[src/rtl/stream_out_fifo.sv]
// stream_out_fifo: first-word-fall-through elastic buffer between the result
// streaming stage and the DMA S2MM port. Carries TLAST alongside each word,
// flags almost-full for early upstream throttling, and counts completed frames.
module stream_out_fifo #(
   parameter int unsigned DATA_W     = 64,
   parameter int unsigned DEPTH_LOG2 = 4,
   parameter int unsigned AFULL_TH   = 12
) (
   input  logic                  clk,
   input  logic                  rst,
   input  logic                  s_valid,
   input  logic [DATA_W-1:0]     s_data,
   input  logic                  s_last,
   output logic                  s_ready,
   output logic                  m_valid,
   output logic [DATA_W-1:0]     m_data,
   output logic                  m_last,
   input  logic                  m_ready,
   output logic [DEPTH_LOG2:0]   count,
   output logic                  almost_full,
   output logic                  frame_done,
   output logic [15:0]           frame_cnt
);

   localparam int unsigned DEPTH = 1 << DEPTH_LOG2;
   localparam int unsigned CNT_W = DEPTH_LOG2 + 1;
   localparam int unsigned PTR_W = DEPTH_LOG2;

   typedef struct packed {
      logic              last;
      logic [DATA_W-1:0] data;
   } entry_t;

   entry_t             mem_q [DEPTH];
   logic [PTR_W-1:0]   wr_ptr_q, wr_ptr_d;
   logic [PTR_W-1:0]   rd_ptr_q, rd_ptr_d;
   logic [CNT_W-1:0]   count_q, count_d;
   logic               afull_q, afull_d;
   logic               frame_done_q, frame_done_d;
   logic [15:0]        frame_cnt_q, frame_cnt_d;

   entry_t             head;
   logic               full;
   logic               empty;
   logic               push;
   logic               pop;

   // Flags come from the registered count only, so s_ready never depends on m_ready.
   always_comb begin
      full    = (count_q == CNT_W'(DEPTH));
      empty   = (count_q == '0);
      head    = mem_q[rd_ptr_q];
      s_ready = ~full;
      m_valid = ~empty;
      m_data  = empty ? '0 : head.data;
      m_last  = empty ? 1'b0 : head.last;
      push    = s_valid & ~full;
      pop     = m_ready & ~empty;
   end

   // Next-state for pointers, occupancy and frame bookkeeping.
   always_comb begin
      wr_ptr_d     = wr_ptr_q;
      rd_ptr_d     = rd_ptr_q;
      count_d      = count_q + CNT_W'(push) - CNT_W'(pop);
      afull_d      = 1'b0;
      frame_done_d = pop & head.last;
      frame_cnt_d  = frame_cnt_q + 16'(pop & head.last);
      if (push) begin
         wr_ptr_d = wr_ptr_q + PTR_W'(1);
      end
      if (pop) begin
         rd_ptr_d = rd_ptr_q + PTR_W'(1);
      end
      afull_d = (count_d >= CNT_W'(AFULL_TH));
   end

   // Storage array; contents need no reset because empty gates the head read.
   always_ff @(posedge clk) begin
      if (push) begin
         mem_q[wr_ptr_q] <= '{last: s_last, data: s_data};
      end
   end

   // Control state register with asynchronous reset.
   always_ff @(posedge clk or posedge rst) begin
      if (rst) begin
         wr_ptr_q     <= '0;
         rd_ptr_q     <= '0;
         count_q      <= '0;
         afull_q      <= 1'b0;
         frame_done_q <= 1'b0;
         frame_cnt_q  <= '0;
      end else begin
         wr_ptr_q     <= wr_ptr_d;
         rd_ptr_q     <= rd_ptr_d;
         count_q      <= count_d;
         afull_q      <= afull_d;
         frame_done_q <= frame_done_d;
         frame_cnt_q  <= frame_cnt_d;
      end
   end

   assign count       = count_q;
   assign almost_full = afull_q;
   assign frame_done  = frame_done_q;
   assign frame_cnt   = frame_cnt_q;

endmodule
[config.mk]
export PLATFORM = sky130hd
export DESIGN_NAME = stream_out_fifo
export DESIGN_NICKNAME = d
export VERILOG_FILES = /design/src/rtl/stream_out_fifo.sv
export SDC_FILE = /design/constraint.sdc
export NUM_CORES = 1
export LEC_CHECK = 0
export CORE_MARGIN = 4
export CORE_UTILIZATION = 60
export CTS_CLUSTER_DIAMETER = 80
export DETAILED_ROUTE_END_ITERATION = 16
export GPL_TIMING_DRIVEN = 0
export PLACE_DENSITY = 0.87
export SYNTH_ARGS = -nofsm -noshare
export SYNTH_HDL_FRONTEND = slang
export SYNTH_SLANG_ARGS = --single-unit
export TNS_END_PERCENT = 30
[constraint.sdc]
create_clock -name clk -period 18.5 [get_ports clk]
set_input_delay 5.55 -clock clk [delete_from_list [all_inputs] [get_ports clk]]
set_output_delay 5.55 -clock clk [all_outputs]
set_load 0.05 [all_outputs]
==> flow_summary.toml <==
[setup_path]
worstPathMaxFanout = 10
worstSetupEndpoint = "m_data[62]"
r2r_cells = 11
worstReg2RegEnd = "frame_cnt[12]"
crit_start = "rd_ptr_q[3]"
required_ps = 12950
arrival_ps = 4700
path_class = "reg -> out"
cp-end-kind = "output port"
regToRegSetupSlack_ps = 14380
cp-start-kind = "flop"
r2r_start = "rd_ptr_q[3]"

[clocking]
clk_latency_ps = 670
cts_root_buf = "clkbuf_16"
cts-resized-gates = 0
postCtsHoldBufs = 0
cts_buffers = 99
clk_pin_slew_worst_paths_ps = 70
cts_setup_buffers = 0
cts_sinks = 1071
htreeDepth = 3
clk_path_buf_depth = 3
cts_tree = "built"

[timing]
skew_ps = 35.1
finalSetupViolations = 0
setup-tns-final_ps = 0
period_minus_slack_ps = 10250
rsz0062_at_grt = "no"
drv_slew = 0
tightest_slew_ps = 1290
relSlewSlack_pct = 13.2
fmax_mhz = 97.6
hold_viol = 0
fin_crit_sh_pct = 55.4

[cells_and_area]
area_growth_pct = 16.5
layout-drive-gt1-share_pct = 25.7
fin_nets = 2081
fillers = 3395

[placement]
gp_congestion = 0.749
port_buffers = 158
post-dp-hpwl_um = 58000

[synthesis]
synth_compound_gate_area_share_pct = 3.04
synth_xor_area_share_pct = 0.498
syn_nets = 1760
ys_ff_latch = 1071
netlist_area_mm2 = 0.0404
synthCells = 1677
synthAdderAreaFrac_pct = 0.452
ys_types = 36
synth-simple-area-share_pct = 0.913
yosysWarnings = 0
synth_top_family_by_area = "multiplexers"
syn_area_per_cell_um2 = 24.1
ys_seq_area_share_pct = 79.2
synthMuxAreaShare_pct = 14.6

[routing]
routed_wl_um = 106000
ant_nets = 0
dr.pass1.iters = 5
viasPerCell = 7.12
drc = 0
drt_iter0_markers = 3255
wl_per_cell_um = 36.0
vias = 21000

[pwr]
p_total_w = 0.00806
p_per_area_mw_per_mm2 = 171
vdd_ir_drop_max_mv = 0.135
p_leak_nw = 15.1

[grt]
grt_use_total_pct = 30.3
grt_pass1_wl_um = 155000
grt_overflow = 0
grt_pass1_vias = 21700
grt_antenna_before_repair = 10
grt_max_degree = 49

[floorplanning]
die_area_mm2 = 0.0716
start_util_pct = 61.0
coreArea_mm2 = 0.0662
num_rows = 94
io_pins = 159
die_h_um = 268
die_x_um = 268

[hold_path]
hold_class = "reg -> reg"

[run_status]
status = "completed"

[run]
maxCapViolCount = 0
## flip-flops by register name (all words and copies together) (netlist names)
register	count
almost_full	1
count	5
frame_cnt	16
frame_done	1
mem_q	1040
rd_ptr_q	4
wr_ptr_q	4
## synthesized netlist by cell type
master        n  area [um^2]
a21o_1        1         7.51
a21oi_1       3         15.0
a221o_1      63          631
a22o_1       64          561
and2_1       10         62.6
and3_1        2         12.5
and3_4        1         11.3
and4_1        2         17.5
buf_1         4         15.0
buf_2        44          220
buf_4         1         7.51
buf_6         7         78.8
clkbuf_1     33          124
dfrtp_1      31          776
edfxtp_1   1040        31200
fa_1          1         20.0
ha_1         13          163
inv_1        18         67.6
inv_2         1         3.75
mux2_2        2         22.5
mux2i_1       3         30.0
mux4_2      260         5860
nand2_1      10         37.5
nand2b_1      1         6.26
nand3_1       8         40.0
nand4_1       6         37.5
nand4bb_1     1         11.3
nor2_1       10         37.5
nor3_2        1         10.0
nor3b_1       4         30.0
nor4_1        4         25.0
nor4b_4       1         23.8
o21ai_0       3         15.0
or3_1         1         6.26
xnor2_1      19          166
xor2_1        4         35.0
## logic make-up after synthesis
family          count (synthesis)
flops                        1071
mux                           265
compound gates                134
buf+inv                       108
simple gates                   62
xor+xnor                       23
fa+ha+maj                      14
## critical path, stage by stage, from the launching register on
cell and delay (ps):
dfrtp_1 320, buf_2 270, clkbuf_1 930, clkbuf_1 850, o21ai_0 310, a21oi_1 450
clkdlybuf4s50_1 890
## through the flow
stage | std cells | util [%] | setup slack, ps | hold slack [ps] | cell area (um^2)
floorplan | 1677 | - | 5680 | 543 | 40400
global placement | 2699 | 65.1 | -1260 | 464 | 43100
detailed placement | 2761 | 66.3 | 9150 | 461 | 43900
CTS | 2943 | 71.1 | 8370 | 482 | 47100
global route | 2947 | 71.1 | 8300 | 518 | 47100
finish | 2950 | 71.1 | 8250 | 480 | 47100
## metal layers
metal  routed length, um  global-route usage [%]  vias to the layer above
met2               53700                    50.1                     1850
li1                    -                       -                     7926
met1               35600                    39.6                    10900
met5                  49                       0                        -
met4                5750                    14.6                        8
met3               11300                    5.95                      349
## report_power, final
group | switching (W) | total [W] | internal [W]
combinational | 0.00188 | 0.00303 | 0.00115
clock | 0.000893 | 0.00202 | 0.00113
sequential | 0.0000881 | 0.00301 | 0.00292
## final cells by class
type / count / area, um^2 / area share [%]
Buffer: 89 / 445 / 0.946
Clock buffer: 125 / 2610 / 5.53
Tap cell: 864 / 1080 / 2.30
Antenna cell: 7 / 17.5 / 0.0372
Multi-Input combinational cell: 498 / 7970 / 16.9
Inverter: 19 / 71.3 / 0.151
Timing Repair Buffer: 220 / 2350 / 5.00
Sequential cell: 1071 / 32000 / 68.0
Clock inverter: 57 / 548 / 1.16
## how the worst min path moves through the flow
stage | startpoint | end | slack, ps | cells past startpoint
final | frame_cnt[15] | frame_cnt[15] | 480 | 1
after global routing | frame_cnt[15] | frame_cnt[15] | 520 | 1
after CTS | frame_cnt[15] | frame_cnt[15] | 480 | 1
after detailed placement | frame_cnt[15] | frame_cnt[15] | 460 | 1
after global placement | frame_cnt[15] | frame_cnt[15] | 460 | 1
after floorplan | rd_ptr_q[1] | rd_ptr_q[1] | 540 | 3
## layout by cell type, fill, tap and decap left out, types with 5 or more instances in the layout
cell type	count
buf_4	41
mux4_2	260
clkinv_2	14
clkinv_1	22
inv_1	17
buf_2	44
nand3_1	8
bufinv_16	9
nand2_1	10
clkdlybuf4s50_1	158
a22o_1	64
xnor2_1	19
edfxtp_1	1040
buf_16	10
buf_12	7
clkbuf_1	57
buf_6	12
diode_2	7
and2_4	8
clkbuf_16	100
nor2_1	5
ha_1	13
a221o_1	63
dfrtp_1	31
nand4_1	6
Power figures use the tool's default switching activity.
